## src/rtl/ram_ctrl_pkg.sv

```systemverilog
// ram_ctrl_pkg: shared constants and types for the ram arbiter and its round-robin picker
package ram_ctrl_pkg;
    localparam int ADDR_W = 5;
    localparam int DATA_W = 32;
    typedef enum logic [1:0] {IDLE, ISSUE, RD_WAIT} state_t;
    typedef logic req_idx_t;
endpackage

```

## src/rtl/rr_arb2.sv

```systemverilog
// rr_arb2: two-input round-robin pick with last-grant memory
module rr_arb2 (
    input  logic       clk,
    input  logic       reset_n,
    input  logic [1:0] i_req,
    input  logic       i_en,
    output logic       o_win,
    output logic       o_last
);
    logic r_last;
    // on a tie the requester that did not win last time goes next
    assign o_win = (&i_req) ? ~r_last : i_req[1];
    assign o_last = r_last;
    always_ff @(posedge clk or negedge reset_n)
        if (!reset_n) r_last <= 1'b1;
        else if (i_en) r_last <= o_win;
endmodule

```

## src/rtl/ram_arbiter.sv

```systemverilog
// ram_arbiter: two-requester round-robin sequencer for a single-port registered ram
module ram_arbiter #(
    parameter int ADDR_W = ram_ctrl_pkg::ADDR_W,
    parameter int DATA_W = ram_ctrl_pkg::DATA_W
) (
    input  logic              clk,
    input  logic              reset_n,
    input  logic [1:0]        req_i,
    input  logic [1:0]        we_i,
    input  logic [ADDR_W-1:0] addr0_i,
    input  logic [ADDR_W-1:0] addr1_i,
    input  logic [DATA_W-1:0] wdata0_i,
    input  logic [DATA_W-1:0] wdata1_i,
    output logic [1:0]        gnt_o,
    output logic [1:0]        done_o,
    output logic [DATA_W-1:0] rdata_o,
    output logic              busy_o,
    output logic              mem_cen_o,
    output logic              mem_wen_o,
    output logic [ADDR_W-1:0] mem_addr_o,
    output logic [DATA_W-1:0] mem_din_o,
    input  logic [DATA_W-1:0] mem_dout_i
);
    import ram_ctrl_pkg::*;
    state_t r_state, w_state;
    logic [1:0] r_gnt, w_gnt, r_done, w_done;
    logic [DATA_W-1:0] r_rdata, w_rdata, r_din, w_din;
    logic [ADDR_W-1:0] r_addr, w_addr;
    logic r_cen, w_cen, r_wen, w_wen, w_grant;
    req_idx_t w_win, w_owner;
    // the picker's last-grant flop doubles as the owner of the access in flight
    rr_arb2 u_arb (
        .clk    (clk),
        .reset_n(reset_n),
        .i_req  (req_i),
        .i_en   (w_grant),
        .o_win  (w_win),
        .o_last (w_owner)
    );
    always_comb begin
        w_state = r_state;
        w_grant = 1'b0;
        w_cen   = 1'b0;
        w_wen   = 1'b0;
        w_addr  = r_addr;
        w_din   = r_din;
        w_gnt   = 2'b00;
        w_done  = 2'b00;
        w_rdata = r_rdata;
        case (r_state)
            IDLE: if (|req_i) begin
                w_grant = 1'b1;
                w_cen   = 1'b1;
                w_wen   = we_i[w_win];
                w_addr  = w_win ? addr1_i : addr0_i;
                w_din   = w_win ? wdata1_i : wdata0_i;
                w_gnt   = {w_win, ~w_win};
                w_state = ISSUE;
            end
            ISSUE: begin
                w_done  = r_wen ? {w_owner, ~w_owner} : 2'b00;
                w_state = r_wen ? IDLE : RD_WAIT;
            end
            RD_WAIT: begin
                w_rdata = mem_dout_i;
                w_done  = {w_owner, ~w_owner};
                w_state = IDLE;
            end
            default: w_state = IDLE;
        endcase
    end
    always_ff @(posedge clk or negedge reset_n)
        if (!reset_n) begin
            r_state <= IDLE;
            r_gnt   <= '0;
            r_done  <= '0;
            r_rdata <= '0;
            r_cen   <= 1'b0;
            r_wen   <= 1'b0;
            r_addr  <= '0;
            r_din   <= '0;
        end else begin
            r_state <= w_state;
            r_gnt   <= w_gnt;
            r_done  <= w_done;
            r_rdata <= w_rdata;
            r_cen   <= w_cen;
            r_wen   <= w_wen;
            r_addr  <= w_addr;
            r_din   <= w_din;
        end
    assign gnt_o      = r_gnt;
    assign done_o     = r_done;
    assign rdata_o    = r_rdata;
    assign busy_o     = r_state != IDLE;
    assign mem_cen_o  = r_cen;
    assign mem_wen_o  = r_wen;
    assign mem_addr_o = r_addr;
    assign mem_din_o  = r_din;
endmodule

```

## config.mk

```make
export PLATFORM = sky130hd
export DESIGN_NAME = ram_arbiter
export DESIGN_NICKNAME = d
export VERILOG_FILES = /design/src/rtl/ram_ctrl_pkg.sv /design/src/rtl/rr_arb2.sv /design/src/rtl/ram_arbiter.sv
export SDC_FILE = /design/constraint.sdc
export NUM_CORES = 1
export LEC_CHECK = 0
export ABC_AREA = 1
export BUFFER_PORTS_ARGS = -buffer_cell sky130_fd_sc_hd__buf_2
export CAP_MARGIN = 10
export CORE_MARGIN = 5
export CORE_UTILIZATION = 45
export CTS_CLUSTER_DIAMETER = 80
export CTS_CLUSTER_SIZE = 14
export DETAILED_ROUTE_END_ITERATION = 7
export PLACE_DENSITY_LB_ADDON = 0.15
export RECOVER_POWER = 50
export SLEW_MARGIN = 20
export SYNTH_ARGS = -nofsm -noshare
export SYNTH_HDL_FRONTEND = slang
export SYNTH_SLANG_ARGS = --single-unit
```

## constraint.sdc

```tcl
create_clock -name clk -period 3.65 [get_ports clk]
set_input_delay 0.5475 -clock clk [delete_from_list [all_inputs] [get_ports clk]]
set_output_delay 0.5475 -clock clk [all_outputs]
set_load 0.005 [all_outputs]
```

==> summary.log, run 1 <==
[outcome] outcome complete, but fails checks
[outcome] failing checks max-capacitance violations, max-slew violations
[die] area of the core region 0.00761 mm^2
[synth] combinational family with the most area after synthesis simple AND/OR/NAND/NOR gates
[layout] Design Area, Final 0.00451 mm^2
[setup_path] R2R Setup Slk 1.89 ns
[global_routing] maximum number of pins on one net before global-route repair 79
[routing] via count 3,065
[setup_path] data required time at the worst endpoint 3.86 ns
[timing] Period minus WS final 2.00 ns
[synth] area fraction in compound gates after synthesis 1.05%
[synth] most numerous cell in the Yosys netlist sky130_fd_sc_hd__dfrtp_1
[clock_tree] cell chosen for the clock root sky130_fd_sc_hd__clkbuf_8
[synth] top post-synthesis cells by count sky130_fd_sc_hd__dfrtp_1, sky130_fd_sc_hd__nand3_1, sky130_fd_sc_hd__nand2_1, sky130_fd_sc_hd__nand4_1, sky130_fd_sc_hd__mux2_2
[setup_path] class of the most critical setup path primary input to flop
[power] Max VDD drop 320 uV
[setup_path] peak fanout along the critical path 40
[die] starting density of the core 45.5%
[timing] Hold Violations, Final 0
[clock_tree] latest clock arrival within the worst-skew pair 0.35 ns
[synth] portion of the post-synthesis area used by sequential elements 56.4%
[die] horizontal extent of the die 97.7 um
[synth] simple-gate share of the synthesized area 23.8%
[synth] post-synth net total 429
[setup_path] arrival time reported for the critical path endpoint 2.21 ns
[layout] total number of nets in the final design 603
[synth] number of warnings issued by yosys 0
[routing] Detailed Route WL 9390 um
[timing] setup repair after global routing missed its margin false
[synth] synth unique cells 26
[layout] layout cell share with drive strength beyond 1 46.5%
[global_routing] Global Route Usage Sum 19.6%
[synth] register bit total from synthesis 78
[run] max-cap violation count 1
[setup_path] Worst Reg-to-Reg Cells 7
[clock_tree] clock-pin slew of the registers on the worst-case setup and hold paths 0.09 ns
[setup_path] Crit. End Element flop
[routing] via density per instance 5.15
[die] ports placed on the boundary 188
[synth] async set or reset register ratio after synthesis 100%
[placement] Detailed Place HPWL 6570 um
[routing] remaining design rule violation count 0
[synth] mux contribution to synthesized area 10.4%
[hold_path] Worst Hold Depth 3
[clock_tree] total number of H-tree levels 3
[power] total power per unit cell area 816 mW/mm^2
[clock_tree] maximum buffer depth of the clock tree 2
[synth] synthesized netlist cell count 314
[routing] length of the first detailed-routing pass in iterations 6
[timing] Final Cycle Share 54.7%
[timing] Clock Skews 0.0147 ns
[hold_path] startpoint of the tightest hold check path wdata0_i[8]
[synth] number of synthesized flops with an enable pin 0
[die] die area 0.00954 mm^2
[clock_tree] number of sinks driven by the clock tree 78
[routing] ANT nets after route 0
[clock_tree] post-cts hold buffer count 0
[global_routing] first-pass GRT wire length 15,300 um
[clock_tree] number of buffers inserted during clock tree synthesis 9
[synth] Synth area leader sky130_fd_sc_hd__dfrtp_1
[layout] Layout area overhead 30.2%
[synth] post-synthesis area per instance 11.0 um^2
[die] number of rows in the core area 32
[synth] cell area after technology mapping 0.00346 mm^2
[die] vertical extent of the die 97.7 um
[setup_path] element type at the critical path start primary input
[global_routing] residual overflow from global routing 0
[placement] total of buffers placed on input and output ports 187
[placement] worst-case setup slack after placement 1.30 ns
[synth] biggest area contributors in the synthesized netlist sky130_fd_sc_hd__dfrtp_1, sky130_fd_sc_hd__nand3_1, sky130_fd_sc_hd__mux2_2
[routing] starting DRC count in detailed routing 192
[clock_tree] CTS-repair resized insts 0
[clock_tree] clock tree from TritonCTS done
[power] Pwr Total 3.68 mW
[setup_path] reg-to-reg critical path startpoint r_state[0]
[global_routing] number of global-route vias before repair 3,074
[timing] final setup vio count 0
[timing] Max-Slew Margin vs Limit -25.7%
[hold_path] hold-critical path endpoint mem_din_o[8]
[layout] Inserted Diodes 0
[synth] area share of the largest cell type after synthesis 55.7%
[timing] number of slew-limit violations in the final report 79
[synth] post-synthesis adder-cell area fraction 1.08%
[placement] dpl cell area 0.00433 mm^2
[routing] WL/cell 15.8 um
[hold_path] classification of the worst-slack hold path primary input to flop
[synth] most instantiated flip-flop cell in the synthesis netlist sky130_fd_sc_hd__dfrtp_1
[clock_tree] total setup buffers inserted after CTS 0
[global_routing] antenna violations before repair 0
[setup_path] Reg-to-Reg End mem_din_o[29]
[timing] max frequency 501 MHz
[synth] xor/xnor share of the synthesized area 0%
[timing] post-route setup slack 1.65 ns
[placement] final estimated routing congestion in global placement 0.787
[timing] Sum Neg Setup Slack 0 ns
[timing] pin slew with the least headroom to its limit 1.89 ns
[power] P_leak 2.29 nW
## registers in the layout (all words and copies together), names as in the netlist
signal,flops
mem_cen_o,1
done_o,2
u_arb.o_last,1
rdata_o,32
mem_din_o,32
r_state,2
gnt_o,2
mem_addr_o,5
mem_wen_o,1
## logic make-up after synthesis
| group | after synthesis |
|---|---|
| buffers and inverters | 34 |
| DFF | 78 |
| muxes | 32 |
| and+or+nand+nor | 161 |
| AOI/OAI and AO/OA | 6 |
| adders and majority gates | 3 |
## layout by cell type, fill, tap and decap left out, types with 2 or more instances in the layout
cell and instances:
sky130_fd_sc_hd__inv_1 5, sky130_fd_sc_hd__dfrtp_1 77, sky130_fd_sc_hd__nand4_1 37, sky130_fd_sc_hd__clkbuf_1 17, sky130_fd_sc_hd__buf_4 4, sky130_fd_sc_hd__clkbuf_8 10, sky130_fd_sc_hd__nand3_1 74, sky130_fd_sc_hd__clkinvlp_4 2
sky130_fd_sc_hd__buf_2 170, sky130_fd_sc_hd__mux2_2 32, sky130_fd_sc_hd__nand2_1 40, sky130_fd_sc_hd__nor2_1 5, sky130_fd_sc_hd__ha_1 3, sky130_fd_sc_hd__o21ai_0 2
## per-stage QoR
stage / hold WS, ns / instances / util, %
after floorplan: 0.252 / 314 / -
after global placement: 0.474 / 579 / 56.9
after detailed placement: 0.477 / 579 / 56.9
after CTS: 0.392 / 595 / 59.5
after global routing: 0.419 / 595 / 59.2
final: 0.427 / 595 / 59.2
## how the worst max path moves through the flow
stage,startpoint,end,slack [ns],cells past startpoint
floorplan,r_state[0],rdata_o[0],2.26,5
global placement,req_i[1],mem_din_o[19],1.30,4
detailed placement,req_i[1],mem_din_o[6],1.30,4
CTS,req_i[1],mem_din_o[0],1.68,4
global route,reset_n,mem_din_o[6],1.40,1
finish,req_i[1],mem_din_o[0],1.65,4
## routing by layer
layer	global-route usage, %	vias to the layer above	share of wire (%)
met4	6.92	0	1.6
met2	32.7	135	50
met5	0	-	0
met3	4.52	11	6.8
met1	25.1	1458	42
li1	-	1461	-
## layout make-up
cell class                 count  area, um^2
fill                         699        3100
sequential                    78        1950
multi-input combinational    202        1260
timing repair buffer         191         946
clock buffer                  11         141
tap                          102         128
clock inverter                 5        58.8
inverter                       6        22.5
## worst max-delay path, cell delays in order
cell	delay [ns]
sky130_fd_sc_hd__buf_2	0.60
sky130_fd_sc_hd__nand2_2	0.65
sky130_fd_sc_hd__nand3_1	0.29
sky130_fd_sc_hd__nand3_1	0.09
## power by group
part           internal [mW]  total [mW]  switching [mW]
combinational          0.712        1.53           0.823
clock                  0.335       0.644           0.309
sequential              1.30        1.50           0.203
total                   2.34        3.68            1.34
No activity file was read; power rests on OpenSTA's default activity.
==> run 2, diff against run 1 <==
ABC_AREA = 0   (was 1)
CORE_UTILIZATION = 43   (was 45)
clock period = 2 ns   (was 3.65 ns; I/O delays follow)
==> run 2 against run 1 <==
The run now ends clean; worst setup slack got worse by 1.4 ns; cell area fell by 2.2%; total power grew 79%; synthesized cell count shrank 27%; clock-buffer cell count shrank 1; sequential cell count stayed put; via count fell by 15%; die area fell by 3.4%; non-clock buffer count up 5; core utilization up 1.8 points; critical path type is now flop to output port; critical endpoint is now busy_o; largest power group is now registers.
==> summary.log, run 2 <==
[layout] layout cell share with drive strength beyond 1 48.6%
[synth] post-synthesis area per instance 14.0 um^2
[synth] combinational family with the most area after synthesis compound AO/OA/AOI/OAI gates
[power] sequential share of power 41.8%
[synth] synthesized netlist cell count 228
[synth] post-synthesis adder-cell area fraction 1.18%
[synth] most numerous cell in the Yosys netlist sky130_fd_sc_hd__dfrtp_1
[timing] Period minus WS final 1.76 ns
[layout] Design Area, Final 0.00440 mm^2
[synth] area share of the largest cell type after synthesis 60.6%
[setup_path] peak fanout along the critical path 11
[power] fraction of power consumed by the clock network 19.5%
[synth] top post-synthesis cells by count sky130_fd_sc_hd__dfrtp_1, sky130_fd_sc_hd__a221o_1, sky130_fd_sc_hd__and3_1, sky130_fd_sc_hd__mux2_2, sky130_fd_sc_hd__clkbuf_1
[die] number of rows in the core area 31
[timing] Sum Neg Setup Slack 0 ns
[synth] post-synth net total 343
[routing] Detailed Route WL 8240 um
[routing] WL/cell 15.9 um
[power] internal portion of total power 4.46 mW
[timing] post-route setup slack 0.235 ns
[timing] Hold Violations, Final 0
[power] Max VDD drop 637 uV
[synth] number of warnings issued by yosys 0
[global_routing] antenna violations before repair 0
[die] vertical extent of the die 96.0 um
[die] die area 0.00922 mm^2
[placement] final estimated routing congestion in global placement 0.751
[timing] number of slew-limit violations in the final report 0
[synth] async set or reset register ratio after synthesis 100%
[setup_path] class of the most critical setup path flop to output port
[clock_tree] maximum buffer depth of the clock tree 2
[synth] xor/xnor share of the synthesized area 0%
[global_routing] Global Route Usage Sum 17.7%
[clock_tree] latest clock arrival within the worst-skew pair 0.34 ns
[setup_path] arrival time reported for the critical path endpoint 1.46 ns
[clock_tree] clock tree from TritonCTS done
[synth] number of synthesized flops with an enable pin 0
[placement] Detailed Place HPWL 6160 um
[timing] Final Cycle Share 88.2%
[synth] synth unique cells 24
[power] total power per unit cell area 1500 mW/mm^2
[synth] most instantiated flip-flop cell in the synthesis netlist sky130_fd_sc_hd__dfrtp_1
[layout] total number of nets in the final design 530
[placement] worst-case setup slack after placement 0.480 ns
[clock_tree] clock-pin slew of the registers on the worst-case setup and hold paths 0.08 ns
[timing] Clock Skews 0.00834 ns
[outcome] outcome completed
[setup_path] crit path cell chain inv_1, ha_1, buf_4, inv_1, buf_2
[clock_tree] total number of H-tree levels 3
[setup_path] combined buffer and inverter count along the critical path 4
[layout] Layout area overhead 38.4%
[setup_path] stage delay of the slowest cell on the critical path 0.41 ns
[routing] via density per instance 5.01
[layout] most common library cell in the layout ignoring fill and taps sky130_fd_sc_hd__buf_2
[clock_tree] number of buffers inserted during clock tree synthesis 9
[power] net switching power 2.14 mW
[setup_path] crit path max-delay cell type sky130_fd_sc_hd__dfrtp_1
[synth] biggest area contributors in the synthesized netlist sky130_fd_sc_hd__dfrtp_1, sky130_fd_sc_hd__a221o_1, sky130_fd_sc_hd__mux2_2
[synth] simple-gate share of the synthesized area 9.48%
[timing] setup repair after global routing missed its margin false
[routing] starting DRC count in detailed routing 85
[global_routing] first-pass GRT wire length 12,400 um
[timing] Max-Slew Margin vs Limit 26.6%
[routing] ANT nets after route 0
[timing] max frequency 567 MHz
[setup_path] Crit. End Element output port
[run] max-cap violation count 0
[hold_path] classification of the worst-slack hold path primary input to flop
[power] portion of total power attributed to combinational logic 38.7%
[clock_tree] number of sinks driven by the clock tree 78
[die] starting density of the core 44.1%
[global_routing] maximum number of pins on one net before global-route repair 45
[setup_path] data required time at the worst endpoint 1.70 ns
[routing] via count 2,600
[power] P_leak 2.27 nW
[setup_path] cell type group with the largest total delay on the critical path buffers and inverters
[synth] Synth area leader sky130_fd_sc_hd__dfrtp_1
[placement] dpl cell area 0.00423 mm^2
[clock_tree] CTS-repair resized insts 0
[layout] Inserted Diodes 0
[placement] total of buffers placed on input and output ports 187
[global_routing] residual overflow from global routing 0
[synth] cell area after technology mapping 0.00318 mm^2
[layout] highest-count cells in the layout ignoring fill and taps sky130_fd_sc_hd__buf_2, sky130_fd_sc_hd__dfrtp_1, sky130_fd_sc_hd__clkbuf_1
[clock_tree] cell chosen for the clock root sky130_fd_sc_hd__clkbuf_8
[synth] area fraction in compound gates after synthesis 12.9%
[routing] remaining design rule violation count 0
[die] area of the core region 0.00721 mm^2
[die] horizontal extent of the die 96.0 um
[synth] mux contribution to synthesized area 11.3%
[setup_path] dominant cell type by count on the critical path sky130_fd_sc_hd__inv_1
[timing] final setup vio count 0
[routing] length of the first detailed-routing pass in iterations 4
[die] ports placed on the boundary 188
[timing] pin slew with the least headroom to its limit 1.10 ns
[global_routing] number of global-route vias before repair 2,543
[power] Pwr Total 6.60 mW
[synth] portion of the post-synthesis area used by sequential elements 61.4%
[synth] register bit total from synthesis 78
[power] Switching Share 32.5%
[setup_path] element type at the critical path start flop
## run 2: metal layers
metal	vias up	share of wire, %	track usage (%)
met1	1236	41	22.5
met4	0	0.82	6.40
met3	7	10	5.79
met2	117	48	28.3
met5	-	0	0
li1	1240	-	-
## run 2: cell type report
| cell class | instances | area [um^2] |
|---|---|---|
| well taps | 99 | 124 |
| flip-flops and latches | 78 | 1950 |
| fillers | 660 | 2810 |
| multi-input cells | 126 | 1120 |
| inverters | 4 | 15.0 |
| clock inverters | 6 | 92.6 |
| repair buffers | 196 | 976 |
| clock buffers | 10 | 128 |
## run 2: cells by family after synthesis
group	after synthesis
buffers and inverters	24
adders and majority gates	3
muxes	32
and+or+nand+nor	48
DFF	78
AOI/OAI and AO/OA	43
## run 2: timing repair
item                       CTS  global route
hold endpoints to repair    42             0
setup endpoints to repair    0             0
hold buffers                 1             0
buffers inserted             0             0
## run 2: stage by stage
step	utilization [%]	cells	hold slack, ns
after CTS	61.8	519	0.166
after global placement	58.7	502	0.327
after detailed placement	58.7	502	0.335
after floorplan	-	228	0.00441
final	61.0	519	0.184
after global routing	61.0	519	0.158
## run 2: path summary, 6_finish.rpt
kind | endpoint | start | slack [ns] | depth (start not counted)
worst max-delay path | busy_o | r_state[0] | 0.24 | 5
worst min-delay path | mem_din_o[15] | wdata0_i[15] | 0.18 | 2
worst max register to register | mem_din_o[3] | r_state[0] | 0.47 | 4
worst min register to register | rdata_o[3] | rdata_o[3] | 0.50 | 1
max in group asynchronous | mem_din_o[2] | reset_n | 0.53 | 3
min in group asynchronous | mem_din_o[31] | reset_n | 0.69 | 2
## run 2: power by group through the flow
stage | registers (mW) | clock network [mW] | logic, mW
finish | 2.76 | 1.29 | 2.55
global route | 2.86 | 1.40 | 2.85
CTS | 2.75 | 1.33 | 2.73
detailed placement | 2.76 | 0 | 2.74
global placement | 2.77 | 0 | 2.67
floorplan | 2.82 | 0 | 1.42
